===== config.mk =====
export PLATFORM = sky130hd
export DESIGN_NAME = fp_align_shifter_flat
export DESIGN_NICKNAME = d
export VERILOG_FILES = /design/src/rtl/fp_align_shifter_if.sv /design/src/rtl/fp_align_shifter.sv /design/src/flat_wrapper.sv
export SDC_FILE = /design/constraint.sdc
export NUM_CORES = 1
export LEC_CHECK = 0
export ABC_AREA = 1
export ABC_CLOCK_PERIOD_IN_PS = 4300
export CAP_MARGIN = 15
export CORE_UTILIZATION = 60
export DETAILED_ROUTE_END_ITERATION = 12
export DONT_BUFFER_PORTS = 1
export PLACE_DENSITY = 0.82
export RECOVER_POWER = 100
export SYNTH_ARGS = -nofsm -noshare
export SYNTH_HDL_FRONTEND = slang
export SYNTH_SLANG_ARGS = --single-unit

===== constraint.sdc =====
create_clock -name clk -period 4.3 [get_ports clk]
set_input_delay 0.215 -clock clk [delete_from_list [all_inputs] [get_ports clk]]
set_output_delay 0.215 -clock clk [all_outputs]
set_load 0.03 [all_outputs]

===== src/rtl/fp_align_shifter_if.sv =====
// fp_align_shifter_if -- operand/result bus of the mantissa alignment stage.
//
// Signals:
//   in_valid / in_ready      operand pair handshake
//   exp_a, man_a             operand A (biased exponent, mantissa with hidden bit)
//   exp_b, man_b             operand B
//   sub                      effective-subtract flag, carried alongside the pair
//   out_valid / out_ready    aligned result handshake
//   out_exp                  larger exponent
//   out_man_big              mantissa of the larger-magnitude operand
//   out_man_small            aligned smaller mantissa
//   out_grs                  {guard, round, sticky}
//   out_swap                 1 when B was the larger operand
//   out_sub                  registered copy of sub
//
// Modports:
//   slave  -- the alignment stage (consumes operands, produces results)
//   master -- the surrounding logic (produces operands, consumes results)
interface fp_align_shifter_if #(
  parameter int MAN_W = 16,
  parameter int EXP_W = 5
);
  logic             in_valid;
  logic             in_ready;
  logic [EXP_W-1:0] exp_a;
  logic [MAN_W-1:0] man_a;
  logic [EXP_W-1:0] exp_b;
  logic [MAN_W-1:0] man_b;
  logic             sub;
  logic             out_valid;
  logic             out_ready;
  logic [EXP_W-1:0] out_exp;
  logic [MAN_W-1:0] out_man_big;
  logic [MAN_W-1:0] out_man_small;
  logic [2:0]       out_grs;
  logic             out_swap;
  logic             out_sub;

  modport slave (
    input  in_valid, exp_a, man_a, exp_b, man_b, sub, out_ready,
    output in_ready, out_valid, out_exp, out_man_big, out_man_small,
           out_grs, out_swap, out_sub
  );

  modport master (
    output in_valid, exp_a, man_a, exp_b, man_b, sub, out_ready,
    input  in_ready, out_valid, out_exp, out_man_big, out_man_small,
           out_grs, out_swap, out_sub
  );
endinterface


===== src/rtl/fp_align_shifter.sv =====
// fp_align_shifter -- mantissa alignment stage ahead of the mantissa adder.
//
// Stage 1 orders the two operands by magnitude and registers the larger
// exponent, both mantissas and the exponent distance. Stage 2 right-shifts
// the smaller mantissa by that distance and forms guard/round/sticky.
// Two-deep valid/ready pipeline, one pair per cycle, 2-cycle latency.
//
// Ports:
//   clk    rising-edge clock
//   rst_n  asynchronous active-low reset
//   bus    operand/result bus (slave view), see fp_align_shifter_if
module fp_align_shifter #(
  parameter int MAN_W = 16,
  parameter int EXP_W = 5
) (
  input  logic                 clk,
  input  logic                 rst_n,
  fp_align_shifter_if.slave    bus
);

  localparam int EXT_W = MAN_W + 2;
  // Largest shift that still leaves a bit inside the extended mantissa.
  localparam int MAX_SH = MAN_W + 1;

  // ---------------------------------------------------------------- handshake
  logic s1_valid;
  logic s2_valid;
  logic s2_take;
  logic s1_take;

  assign s2_take = !s2_valid || bus.out_ready;
  assign s1_take = !s1_valid || s2_take;

  assign bus.in_ready  = s1_take;
  assign bus.out_valid = s2_valid;

  // ---------------------------------------------------------- stage 1 (comb)
  logic [EXP_W:0]   diff;
  logic [EXP_W:0]   diff_neg;
  logic             swap_c;
  logic [EXP_W-1:0] d_c;

  assign diff     = {1'b0, bus.exp_a} - {1'b0, bus.exp_b};
  assign diff_neg = -diff;
  assign swap_c   = (bus.exp_b > bus.exp_a) ||
                    ((bus.exp_a == bus.exp_b) && (bus.man_b > bus.man_a));
  // diff MSB set means exp_b > exp_a, so the magnitude is the negation.
  assign d_c      = diff[EXP_W] ? diff_neg[EXP_W-1:0] : diff[EXP_W-1:0];

  logic [EXP_W-1:0] s1_exp;
  logic [MAN_W-1:0] s1_big;
  logic [MAN_W-1:0] s1_small;
  logic [EXP_W-1:0] s1_d;
  logic             s1_swap;
  logic             s1_sub;

  always_ff @(posedge clk or negedge rst_n) begin
    if (!rst_n) begin
      s1_valid <= 1'b0;
      s1_exp   <= '0;
      s1_big   <= '0;
      s1_small <= '0;
      s1_d     <= '0;
      s1_swap  <= 1'b0;
      s1_sub   <= 1'b0;
    end else if (s1_take) begin
      s1_valid <= bus.in_valid;
      if (bus.in_valid) begin
        s1_exp   <= swap_c ? bus.exp_b : bus.exp_a;
        s1_big   <= swap_c ? bus.man_b : bus.man_a;
        s1_small <= swap_c ? bus.man_a : bus.man_b;
        s1_d     <= d_c;
        s1_swap  <= swap_c;
        s1_sub   <= bus.sub;
      end
    end
  end

  // ---------------------------------------------------------- stage 2 (comb)
  logic [EXT_W-1:0] ext;
  logic [EXT_W-1:0] lost_mask;
  logic [EXT_W-1:0] sh;
  logic             lost;

  assign ext = {s1_small, 2'b00};

  always_comb begin
    sh        = '0;
    lost      = 1'b0;
    lost_mask = '0;
    if (32'(s1_d) <= MAX_SH) begin
      sh        = ext >> s1_d;
      lost_mask = (EXT_W'(1) << s1_d) - EXT_W'(1);
      lost      = |(ext & lost_mask);
    end else begin
      // Everything shifted out: only the sticky bit survives.
      sh   = '0;
      lost = |s1_small;
    end
  end

  logic [EXP_W-1:0] s2_exp;
  logic [MAN_W-1:0] s2_big;
  logic [MAN_W-1:0] s2_small;
  logic [2:0]       s2_grs;
  logic             s2_swap;
  logic             s2_sub;

  always_ff @(posedge clk or negedge rst_n) begin
    if (!rst_n) begin
      s2_valid <= 1'b0;
      s2_exp   <= '0;
      s2_big   <= '0;
      s2_small <= '0;
      s2_grs   <= '0;
      s2_swap  <= 1'b0;
      s2_sub   <= 1'b0;
    end else if (s2_take) begin
      s2_valid <= s1_valid;
      if (s1_valid) begin
        s2_exp   <= s1_exp;
        s2_big   <= s1_big;
        s2_small <= sh[EXT_W-1:2];
        s2_grs   <= {sh[1], sh[0], lost};
        s2_swap  <= s1_swap;
        s2_sub   <= s1_sub;
      end
    end
  end

  assign bus.out_exp       = s2_exp;
  assign bus.out_man_big   = s2_big;
  assign bus.out_man_small = s2_small;
  assign bus.out_grs       = s2_grs;
  assign bus.out_swap      = s2_swap;
  assign bus.out_sub       = s2_sub;

endmodule


===== src/flat_wrapper.sv =====
// flat-port wrapper written by rule: the top's interface ports become plain ports
module fp_align_shifter_flat 
#(
  parameter int MAN_W = 16,
  parameter int EXP_W = 5
)
  (clk, rst_n, bus_in_valid, bus_exp_a, bus_man_a, bus_exp_b, bus_man_b, bus_sub, bus_out_ready, bus_in_ready, bus_out_valid, bus_out_exp, bus_out_man_big, bus_out_man_small, bus_out_grs, bus_out_swap, bus_out_sub);
  fp_align_shifter_if #(.MAN_W(MAN_W), .EXP_W(EXP_W)) bus_i ();
  input  logic clk;
  input  logic rst_n;
  input wire logic [$bits(bus_i.in_valid)-1:0] bus_in_valid;
  input wire logic [$bits(bus_i.exp_a)-1:0] bus_exp_a;
  input wire logic [$bits(bus_i.man_a)-1:0] bus_man_a;
  input wire logic [$bits(bus_i.exp_b)-1:0] bus_exp_b;
  input wire logic [$bits(bus_i.man_b)-1:0] bus_man_b;
  input wire logic [$bits(bus_i.sub)-1:0] bus_sub;
  input wire logic [$bits(bus_i.out_ready)-1:0] bus_out_ready;
  output wire logic [$bits(bus_i.in_ready)-1:0] bus_in_ready;
  output wire logic [$bits(bus_i.out_valid)-1:0] bus_out_valid;
  output wire logic [$bits(bus_i.out_exp)-1:0] bus_out_exp;
  output wire logic [$bits(bus_i.out_man_big)-1:0] bus_out_man_big;
  output wire logic [$bits(bus_i.out_man_small)-1:0] bus_out_man_small;
  output wire logic [$bits(bus_i.out_grs)-1:0] bus_out_grs;
  output wire logic [$bits(bus_i.out_swap)-1:0] bus_out_swap;
  output wire logic [$bits(bus_i.out_sub)-1:0] bus_out_sub;
  assign bus_i.in_valid = bus_in_valid;
  assign bus_i.exp_a = bus_exp_a;
  assign bus_i.man_a = bus_man_a;
  assign bus_i.exp_b = bus_exp_b;
  assign bus_i.man_b = bus_man_b;
  assign bus_i.sub = bus_sub;
  assign bus_i.out_ready = bus_out_ready;
  assign bus_in_ready = bus_i.in_ready;
  assign bus_out_valid = bus_i.out_valid;
  assign bus_out_exp = bus_i.out_exp;
  assign bus_out_man_big = bus_i.out_man_big;
  assign bus_out_man_small = bus_i.out_man_small;
  assign bus_out_grs = bus_i.out_grs;
  assign bus_out_swap = bus_i.out_swap;
  assign bus_out_sub = bus_i.out_sub;
  fp_align_shifter #(.MAN_W(MAN_W), .EXP_W(EXP_W)) u_core (.clk(clk), .rst_n(rst_n), .bus(bus_i));
endmodule

* Yosys cells after proc, flatten, opt, wreduce, memory -nomap -nowiden
Index checks and enable logic that the tools add are counted.
W data, S select, Z words.
** Word-level totals
- Register bits after elaboration :: 88
- Output and inout port bits :: 44
- Input port bits :: 47
** Operators by class
- Shift-type cells :: 2
- Reductions and logical operators :: 10
- Add/sub/neg operators :: 3
- Mux-type cells :: 6
- Bitwise gates (word level) :: 1
- Equal/unequal tests :: 1
- $lt $le $gt $ge :: 3
** Operators by type and width (number)
- $mux W16 :: 2
- $and A18 B18 Y18 :: 1
- $mux W18 :: 1
- $reduce_or A18 Y1 :: 1
- $shl A1 B5 Y18 const A :: 1
- $shr A18 B5 Y18 :: 1
- $sub A18 B2 Y18 const B :: 1
- $gt A16 B16 Y1 :: 1
- $reduce_or A16 Y1 :: 1
- $mux W5 :: 2
- $sub A5 B5 Y6 :: 1
- $eq A5 B5 Y1 :: 1
- $gt A5 B5 Y1 :: 1
- $le A5 B5 Y1 const B :: 1
- $neg A5 Y5 :: 1
- $reduce_and A2 Y1 :: 2
- $logic_or A1 B1 Y1 :: 3
- $logic_not A1 Y1 :: 2
- $logic_and A1 B1 Y1 :: 1
- $mux W1 :: 1

* Depth between registers and ports, before layout
- Word-level depth :: 5
- Gate-level depth with buffers :: 15
- Gate-level depth less buffers :: 14

* Least setup slack after synthesis
No wires, ideal clock.
- Kind :: flip-flop to flip-flop
- Start :: register u_core.s2_valid (netlist: u_core.bus.out_valid)
- End :: register u_core.s1_d[4]
- Period minus slack after synthesis :: 1.858 ns
- Library setup time :: 0.118 ns
- Arrival :: 1.740 ns
- Buffers on the path :: 1
- Cell stages (with the launch flop) :: 7
- Data required time :: 4.182 ns
- Setup slack :: 2.442 ns
- Cells stage by stage :: dfrtp_1 nand3_1 nand2_1 clkinv_1 clkbuf_1 nand3_1 nand2_1
** Between the ends
- Cells in the longest elaborated chain, start to end :: 4
** Ends and longest elaborated chain
- from (decl) :: line fp_align_shifter.sv:27 : logic s2_valid;
- from (signal assigned) :: line fp_align_shifter.sv:119 : s2_valid <= s1_valid;
- $logic_not A1 Y1 :: line fp_align_shifter.sv:31 : assign s2_take = !s2_valid || bus.out_ready;
- $logic_or A1 B1 Y1 :: line fp_align_shifter.sv:31
- $logic_or A1 B1 Y1 :: line fp_align_shifter.sv:32 : assign s1_take = !s1_valid || s2_take;
- net bus_in_ready :: line flat_wrapper.sv:18 : output wire logic [$bits(bus_i.in_ready)-1:0] bus_in_ready;
- $reduce_and A2 Y1 (no line)
- to (signal assigned) :: line fp_align_shifter.sv:63 : s1_d <= '0;
- to (signal assigned) :: line fp_align_shifter.sv:72 : s1_d <= d_c;
- to (decl) :: line fp_align_shifter.sv:53 : logic [EXP_W-1:0] s1_d;
The timed path passes the listed nets, and every way through them passes these cells.
A chain may end at the register's enable or synchronous reset.

* Worst setup path in the final report
- Start :: register u_core.s2_valid (netlist: u_core.bus.out_valid)
- End :: register u_core.s2_big[10] (netlist: u_core.bus.out_man_big[10])
** Between the ends
- Cells in the longest elaborated chain, start to end :: 3
** Ends and longest elaborated chain
- $logic_not A1 Y1 :: line fp_align_shifter.sv:31
- $logic_or A1 B1 Y1 :: line fp_align_shifter.sv:31
- $reduce_and A2 Y1 (no line)
- to (signal assigned) :: line fp_align_shifter.sv:122 : s2_big <= s1_big;
- to (decl) :: line fp_align_shifter.sv:103 : logic [MAN_W-1:0] s2_big;
Every way passes these cells.

==> reports/qor.txt <==
status -> complete, but fails checks
violated checks -> capacitance limit, slew limit
crit share post-route -> 71.3%
Synth area leader -> dfrtp_1
WL per Instance -> 16.3 µm
Port Buf Inserts -> 0
Post-Synthesis Cells -> 772
TritonCTS Buffers -> 9
worst path required time -> 4540 ps
Post-synth ARST share -> 100%
critical path launch point type -> flip-flop
EDFF count, synth -> 0
antenna fix cells -> 0
top sig layer -> met4
CTS tree -> built
most frequent cells in the layout -> nand2_1 (305), nand3_1 (102), dfrtp_1 (88)
fraction of layout cells with a size suffix above 1 -> 6.46%
Hold Vio Cnt, Final -> 0
Hold Slack -> 45.0 ps
pwr dens -> 535 mW/mm²
top-level port count -> 91
Post CTS Setup Buffer Count -> 0
Placer Congestion -> 0.919
Crit path arrival time -> 3310 ps
Starting Density -> 62.3%
Max-Cap Viols -> 4
post-synth top area share -> 40.3%
Setup CP Type -> flip-flop to flip-flop
fin worst setup slack -> 1230 ps
die footprint -> 0.00948 mm²
Max Freq -> 326 MHz
row count -> 34
post-synth cell types -> 36
CP max stage cell -> clkbuf_1
predominant post-synthesis flop cell -> dfrtp_1
first drt pass iteration count -> 5
CTS Sinks -> 88
post-synthesis register bit count -> 88
chip height -> 97.4 µm
clock root cell -> clkbuf_8
largest net degree at the start of global routing -> 89
setup TNS -> 0 ps
worst IR drop on VDD -> 0.213 mV
worst-skew pair later-pin latency -> 360 ps
H-tree Lvls -> 3
vias in the first global route -> 4629
Final ANT Viol Nets -> 0
YS warnings -> 0
Pleak -> 3.06 nW
Die X -> 97.4 µm
synthesized area per cell -> 7.07 µm²
maximum buffer depth of the clock tree -> 2
Tightest Pin Transition -> 2110 ps
Vias/cell -> 5.79
Hold Crit Class -> input pin to flip-flop
Core Area -> 0.00876 mm²
# fillers -> 826
GRT overflow -> 0
Setup-failing EPs final -> 0
drt drc -> 0
iteration-0 DRC count of the detailed router -> 440
crit end category -> flip-flop
DP Wirelength -> 10400 µm
WL met2 -> 6130 µm
final wirelength -> 14200 µm
nets@finish -> 823
register clock-pin slew on the reported worst setup and hold paths -> 90 ps
Tot GR Track Use -> 30.7%
Slew Viols, Final -> 226
Post-Syn Area -> 0.00546 mm²
Synth area leaders -> dfrtp_1 (40%), nand2_1 (21%), nand3_1 (9.4%)
Area Growth Syn to Fin -> 2.91%
first-pass GRT wire length -> 23400 µm
Tmin final -> 3070 ps
cell repeated most along the worst path -> nand2_1
DP Worst Slack -> 1510 ps
critical path peak fanout -> 47
clock skew -> 19.1 ps
relative slew slack -> -40.7%
WL met1 -> 6700 µm
via count -> 5017
RSZ-0062 raised after global routing -> false
post-synth net total -> 842
CP max stage delay -> 1360 ps
register area share after synthesis -> 40.3%
commonest non-fill, non-tap cell in the layout -> nand2_1
CP cell instances -> nand2_1 > nand2_1 > clkbuf_1 > inv_2 > nand2_1 > nand2_1
antenna violations before repair -> 0
met3 routed WL -> 1070 µm
==> layer usage <==
layer	up-vias	global-route usage, %
li1	2421	-
met1	2352	47.2
met2	221	44.3
met3	23	5.68
met4	0	8.14
met5	-	0
==> Yosys cell counts (all sizes together) (6+ instances only) <==
cell type / number
o21ai: 45
nand2: 326
clkbuf: 16
nor2: 27
buf: 21
o211ai: 6
dfrtp: 88
a21oi: 11
inv: 75
nand3: 103
ha: 22
nand4: 6
==> final cells by class <==
type	instances	area (µm²)	area share (%)
repair buffers	7	43.8	0.780
multi-input cells	571	2740	48.8
inverters	76	285	5.08
clock buffers	10	138	2.45
clock inverters	6	72.6	1.29
well taps	108	135	2.41
flip-flops and latches	88	2200	39.2
==> worst max-delay path: cells and delay by family (launching register included) <==
family / cells / cell delay [ps]
flops: 1 / 530
simple gates: 4 / 490
buf+inv: 2 / 1910
==> where the power goes <==
group | switching, mW | internal (mW) | total (mW)
Combinational | 0.569 | 0.285 | 0.855
Sequential | 0.505 | 1.04 | 1.55
Clock | 0.312 | 0.292 | 0.604
Total | 1.39 | 1.62 | 3.01
==> per-stage QoR <==
stage | instance area (µm²) | total power [mW] | util (%) | instances
floorplan | 5460 | 2.16 | - | 772
global placement | 5390 | 2.36 | 61.6 | 847
detailed placement | 5390 | 2.38 | 61.6 | 847
CTS | 5650 | 3.00 | 64.5 | 866
global route | 5620 | 3.20 | 64.1 | 866
finish | 5620 | 3.01 | 64.1 | 866
==> final timing paths <==
path | from | endpoint | slack [ps] | cells after the start
setup / recovery | u_core.bus.out_valid | u_core.bus.out_man_big[10] | 1230 | 6
hold / removal | bus_out_ready | u_core.bus.out_valid | 50 | 3
setup reg to reg | u_core.bus.out_valid | u_core.bus.out_man_big[10] | 1230 | 6
min in group asynchronous | rst_n | u_core.bus.out_man_small[12] | 980 | 2
hold reg to reg | u_core.s1_big[5] | u_core.bus.out_man_big[5] | 470 | 2
max in group asynchronous | rst_n | u_core.bus.out_exp[3] | 2010 | 2
==> registers in the layout, summed over array words and instances (netlist names), 3 cells and up <==
| signal | flops |
|---|---|
| u_core.bus.out_grs | 3 |
| u_core.s1_exp | 5 |
| u_core.s1_d | 5 |
| u_core.bus.out_man_big | 16 |
| u_core.bus.out_man_small | 16 |
| u_core.bus.out_exp | 5 |
| u_core.s1_big | 16 |
| u_core.s1_small | 16 |
==> what timing repair did <==
action | in CTS | in global routing
hold buffers | 3 | 0
setup endpoints to repair | 0 | 0
endpoints found under the hold margin | 89 | 0
resized for setup | 0 | 0
==> logic make-up (layout without fill, tap and decap cells) <==
group / after synthesis / after routing / share of synthesized area [%]
buffers and inverters: 113 / 99 / 9.44
muxes: 1 / 1 / 0.183
and+or+nand+nor: 472 / 472 / 36.8
xor gates and xnor gates: 3 / 3 / 0.481
AOI/OAI and AO/OA: 72 / 72 / 7.36
adders and majority gates: 23 / 23 / 5.41
DFF: 88 / 88 / 40.3
Power figures use the tool's default switching activity.
